### config.mk
export PLATFORM = sky130hd
export DESIGN_NAME = bits_to_bytes_stream_flat
export DESIGN_NICKNAME = d
export VERILOG_FILES = /design/src/rtl/bits_to_bytes_stream_if.sv /design/src/rtl/bits_to_bytes_stream.sv /design/src/flat_wrapper.sv
export SDC_FILE = /design/constraint.sdc
export NUM_CORES = 1
export LEC_CHECK = 0
export ABC_AREA = 1
export CORE_UTILIZATION = 45
export CTS_CLUSTER_SIZE = 16
export DETAILED_ROUTE_END_ITERATION = 7
export GPL_TIMING_DRIVEN = 0
export MAX_ROUTING_LAYER = met4
export PLACE_DENSITY = 0.7
export SLEW_MARGIN = 0
export SYNTH_ARGS = -nofsm -noshare
export SYNTH_HDL_FRONTEND = slang
export SYNTH_SLANG_ARGS = --single-unit
### constraint.sdc
create_clock -name clk -period 1.7 [get_ports clk]
set_input_delay 0.34 -clock clk [delete_from_list [all_inputs] [get_ports clk]]
set_output_delay 0.34 -clock clk [all_outputs]
set_load 0.005 [all_outputs]
### src/rtl/bits_to_bytes_stream_if.sv
// Handshake bundle of the bits-to-bytes packer: bit stream in, byte stream out.
interface bits_to_bytes_stream_if #(
   parameter int IN_W = 1
) ();
   logic            bit_valid;
   logic [IN_W-1:0] bit_in;
   logic            bit_ready;
   logic            byte_valid;
   logic [7:0]      byte_out;
   logic            byte_last;
   logic            byte_ready;

   modport slave (
      input  bit_valid, bit_in, byte_ready,
      output bit_ready, byte_valid, byte_out, byte_last
   );

   modport master (
      output bit_valid, bit_in, byte_ready,
      input  bit_ready, byte_valid, byte_out, byte_last
   );
endinterface

### src/rtl/bits_to_bytes_stream.sv
// Kyber BitsToBytes packer: gathers IN_W-bit beats LSB-first into bytes and
// streams them out with a last flag, a busy level and a done pulse per frame.
module bits_to_bytes_stream #(
   parameter  int BYTE_COUNT = 256,
   parameter  int IN_W       = 1,
   localparam int LEN_W      = $clog2(BYTE_COUNT) + 1
) (
   input  logic             clk,
   input  logic             rst_n,
   input  logic             start,
   input  logic [LEN_W-1:0] len,
   output logic             busy,
   output logic             done,
   bits_to_bytes_stream_if.slave stream
);

   typedef enum logic [1:0] {IDLE, RUN, DRAIN, DONE} state_t;

   localparam logic [2:0]       LAST_CNT = 3'(8 - IN_W);
   localparam logic [LEN_W-1:0] MAX_LEN  = LEN_W'(BYTE_COUNT);

   state_t           state;
   logic [7:0]       acc;
   logic [2:0]       bit_cnt;
   logic [LEN_W-1:0] byte_idx;
   logic [LEN_W-1:0] len_q;

   logic             out_hs;
   logic             in_hs;
   logic             completing;
   logic             last_load;
   logic [7:0]       assembled;
   logic [LEN_W-1:0] len_clamped;

   assign out_hs           = stream.byte_valid && stream.byte_ready;
   // The completing beat may only enter when the output register is free or draining now.
   assign stream.bit_ready = (state == RUN) &&
                             !(bit_cnt == LAST_CNT && stream.byte_valid && !stream.byte_ready);
   assign in_hs            = stream.bit_valid && stream.bit_ready;
   assign completing       = in_hs && (bit_cnt == LAST_CNT);
   assign assembled        = acc | (8'(stream.bit_in) << bit_cnt);
   assign last_load        = (byte_idx + LEN_W'(1)) == len_q;
   assign len_clamped      = (len > MAX_LEN) ? MAX_LEN : len;

   always_ff @(posedge clk) begin
      if (!rst_n) begin
         state             <= IDLE;
         acc               <= '0;
         bit_cnt           <= '0;
         byte_idx          <= '0;
         len_q             <= '0;
         stream.byte_valid <= 1'b0;
         stream.byte_out   <= '0;
         stream.byte_last  <= 1'b0;
         busy              <= 1'b0;
         done              <= 1'b0;
      end else begin
         done <= 1'b0;
         if (out_hs) begin
            stream.byte_valid <= 1'b0;
            stream.byte_last  <= 1'b0;
         end
         if (in_hs) begin
            if (completing) begin
               acc               <= '0;
               bit_cnt           <= '0;
               byte_idx          <= byte_idx + LEN_W'(1);
               stream.byte_valid <= 1'b1;
               stream.byte_out   <= assembled;
               stream.byte_last  <= last_load;
            end else begin
               acc     <= assembled;
               bit_cnt <= bit_cnt + 3'(IN_W);
            end
         end

         case (state)
            IDLE: begin
               if (start) begin
                  len_q    <= len_clamped;
                  byte_idx <= '0;
                  acc      <= '0;
                  bit_cnt  <= '0;
                  busy     <= 1'b1;
                  // An empty frame passes through DRAIN, which finds no byte held.
                  state    <= (len_clamped == '0) ? DRAIN : RUN;
               end
            end
            RUN: begin
               if (completing && last_load) state <= DRAIN;
            end
            DRAIN: begin
               if (!stream.byte_valid || out_hs) begin
                  state <= DONE;
                  busy  <= 1'b0;
                  done  <= 1'b1;
               end
            end
            DONE: begin
               state <= IDLE;
            end
            default: begin
               state <= IDLE;
            end
         endcase
      end
   end

endmodule

### src/flat_wrapper.sv
// flat-port wrapper written by rule: the top's interface ports become plain ports
module bits_to_bytes_stream_flat 
#(
   parameter  int BYTE_COUNT = 256,
   parameter  int IN_W       = 1,
   localparam int LEN_W      = $clog2(BYTE_COUNT) + 1
)
  (clk, rst_n, start, len, busy, done, stream_bit_valid, stream_bit_in, stream_byte_ready, stream_bit_ready, stream_byte_valid, stream_byte_out, stream_byte_last);
  bits_to_bytes_stream_if #(.IN_W(IN_W)) stream_i ();
  input  logic clk;
  input  logic rst_n;
  input  logic start;
  input  logic [LEN_W-1:0] len;
  output logic busy;
  output logic done;
  input wire logic [$bits(stream_i.bit_valid)-1:0] stream_bit_valid;
  input wire logic [$bits(stream_i.bit_in)-1:0] stream_bit_in;
  input wire logic [$bits(stream_i.byte_ready)-1:0] stream_byte_ready;
  output wire logic [$bits(stream_i.bit_ready)-1:0] stream_bit_ready;
  output wire logic [$bits(stream_i.byte_valid)-1:0] stream_byte_valid;
  output wire logic [$bits(stream_i.byte_out)-1:0] stream_byte_out;
  output wire logic [$bits(stream_i.byte_last)-1:0] stream_byte_last;
  assign stream_i.bit_valid = stream_bit_valid;
  assign stream_i.bit_in = stream_bit_in;
  assign stream_i.byte_ready = stream_byte_ready;
  assign stream_bit_ready = stream_i.bit_ready;
  assign stream_byte_valid = stream_i.byte_valid;
  assign stream_byte_out = stream_i.byte_out;
  assign stream_byte_last = stream_i.byte_last;
  bits_to_bytes_stream #(.BYTE_COUNT(BYTE_COUNT), .IN_W(IN_W)) u_core (.clk(clk), .rst_n(rst_n), .start(start), .len(len), .busy(busy), .done(done), .stream(stream_i));
endmodule
==> run metrics <==
Syn Area/Cell about 7.3 µm²; hold buffers post-CTS 0; vias in the first global route ~1900; unique cell type count in the Yosys netlist 25; initial antenna violation count 0; commonest non-fill, non-tap cell in the layout nand2_1; Power Internal 1700 µW; core area ~0.0041 mm²; drt via density between 5 and 6; Initial Util 48.6%; final hold vios 0; cell type with the highest aggregate area in the netlist dfxtp_1; Die Footprint between 0.004 and 0.005 mm²; Die Ht between 60 and 70 µm; Util after Layout around 64%; Slew headroom 70.5%; Final nets between 300 and 400; drt wl/cell 13.0 µm; I/O Pins 28; Psw 819 µW; Lkg Pwr roughly 0.0010 µW; Iter 0 DRT Violations approximately 100; Hold WC Path Type flip-flop to flip-flop; post-route clock period utilization 97.1%; clk slew on worst S/H paths 80 ps; clock skew slightly below 6 ps; first-pass GRT wire length a little under 8000 µm; Synth area leaders dfxtp_1 43%, nand2_1 9.9%, inv_1 8.2%; Die X between 60 and 70 µm; worst-path cell chain ha_4, inv_2, nand2_1, nand2_1, nor2_1, nand3_1, nor2_1, nand2_1, nor2_2, nand3_2, nand2_4, nand3_2, nand2_1, nor2_1; Clock Path Buffers 2; arrival time worst endpoint about 1900 ps; Layout area overhead 32.0%; slowest stage cell, crit path dfxtp_4; share of layout cells above drive strength 1 16.9%; Synth Instances 277; WL final ~4900 µm; flops & latches, synth between 40 and 50; WP data required between 1500 and 2000 ps; CP Capture Type flip-flop; maximum vdd drop roughly 0.56 mV; top cell type's share of synthesized area a little over two fifths; status complete, no violations; final setup fails 0; H-tree depth 2; pin count of the biggest net entering global routing 13; FMAX ~610 MHz; Comb pwr share between 20 and 30%; Pre-antenna DRT Iters 4; port buffer count 27; Vias between 2000 and 2500; hpwl dp 3400 µm; setup TNS 0 ps; ANT nets after route 0; max-cap violation count 0; fin crit period around 1700 ps; worst slew pin tran 440 ps; Clock Sink Count 43; Yosys warnings 0; Num CTS Buffers 5; switching part of the total 32.5%; critical path peak fanout 4; Mapped Nets around 300; Final Max Slew Viols 0; register area share after synthesis a little over two fifths; clock share of power 26.3%; GRT Residual Overflow 0; ant diodes 0; final cell count without fillers 375; RSZ-0062 raised after global routing yes; type of the worst setup path flip-flop to flip-flop; P per Cell Area 949 mW/mm²; dpl cells about 350; # rows 23; TritonCTS clock tree done; Post-Syn Area between 0.002 and 0.0025 mm²; commonest cells after routing, fill and taps aside 50 x nand2_1, 42 x inv_1, 37 x dfxtp_1; GR Util All Layers 23.6%; Crit path top cell by count nand2_1; CP max stage delay around 360 ps; clock root cell clkbuf_8; Remaining DRCs 0; sequential power share a little under half; CP startpoint kind flip-flop; clock latency on the worst-skew pair approximately 300 ps; Final Wtd Congestion 0.828
==> kinds of logic after synthesis <==
logic type      after synthesis  synth area share, %
compound gates               64                 18.7
fa+ha+maj                     7                 4.35
buf+inv                      50                 9.44
flops                        43                 42.7
simple gates                113                 24.8
==> worst paths after layout <==
check	start	endpoint	slack, ps	cells after the start
setup / recovery	u_core.byte_idx[1]	u_core.state[0]	50	14
setup reg to reg	u_core.byte_idx[1]	u_core.state[0]	50	14
hold / removal	u_core.acc[5]	u_core.acc[5]	470	2
hold reg to reg	u_core.acc[5]	u_core.acc[5]	470	2
==> registers in the layout (all words and copies together), names as in the netlist <==
signal / flops
u_core.acc: 8
u_core.bit_cnt: 3
u_core.busy: 1
u_core.byte_idx: 9
u_core.done: 1
u_core.len_q: 9
u_core.state: 2
u_core.stream.byte_last: 1
u_core.stream.byte_out: 8
u_core.stream.byte_valid: 1
==> synth_stat cells <==
master / count
o32ai_1: 6
o21bai_2: 1
a211oi_1: 1
o22ai_1: 10
nand4_1: 5
nand3_1: 23
nand4_2: 1
clkinv_1: 2
nand2_1: 53
a21oi_1: 21
ha_1: 7
nand3_2: 1
nand2_2: 3
a21boi_0: 1
dfxtp_1: 43
nor2_1: 20
clkbuf_1: 2
o21ai_0: 15
buf_2: 2
nor3_1: 5
inv_1: 44
o21a_1: 1
o21ai_1: 2
a31oi_1: 6
nor2_2: 2
==> area by class of cell <==
class,instances,area (µm²)
fill,355,1490
multi-input combinational,184,1060
sequential,43,873
timing repair buffer,39,358
inverter,46,180
clock buffer,6,82.6
tap,50,62.6
buffer,4,22.5
timing repair inverter,2,12.5
clock inverter,1,5.00
==> per-layer routing <==
layer / routed length (µm) / GRT usage, % / up-vias
met5: 0 / - / -
met4: 94 / 11.0 / 0
met3: 176 / 6.25 / 9
met2: 2230 / 35.7 / 33
met1: 2350 / 29.1 / 939
li1: - / - / 1036
==> power groups by stage <==
stage,Combinational [µW],Clock (µW),Sequential [µW]
after floorplan,409,0,1150
after global placement,583,0,1160
after detailed placement,593,0,1160
after CTS,635,677,1140
after global routing,791,714,1160
final,711,662,1150
==> critical path: cells and delay by family, from the launching register on <==
family,cells,cell delay (ps)
simple gates,12,890
fa+ha+maj,1,260
buf+inv,1,30
flops,1,360
==> stage by stage <==
| step | hold WS [ps] | power [µW] | setup WS (ps) | area (µm²) |
|---|---|---|---|---|
| finish | 472 | 2520 | 49.5 | 2660 |
| CTS | 473 | 2450 | -12.8 | 2570 |
| global placement | 449 | 1740 | -531 | 2350 |
| detailed placement | 457 | 1750 | -532 | 2350 |
| global route | 501 | 2670 | -128 | 2660 |
| floorplan | 435 | 1560 | 102 | 2010 |
==> repair_timing <==
action,in CTS,in global routing
gates cloned,0,2
pin swaps,7,7
gates resized for setup,31,12
setup endpoints to repair,40,24
setup buffers,8,4
No activity file was read; power rests on OpenSTA's default activity.
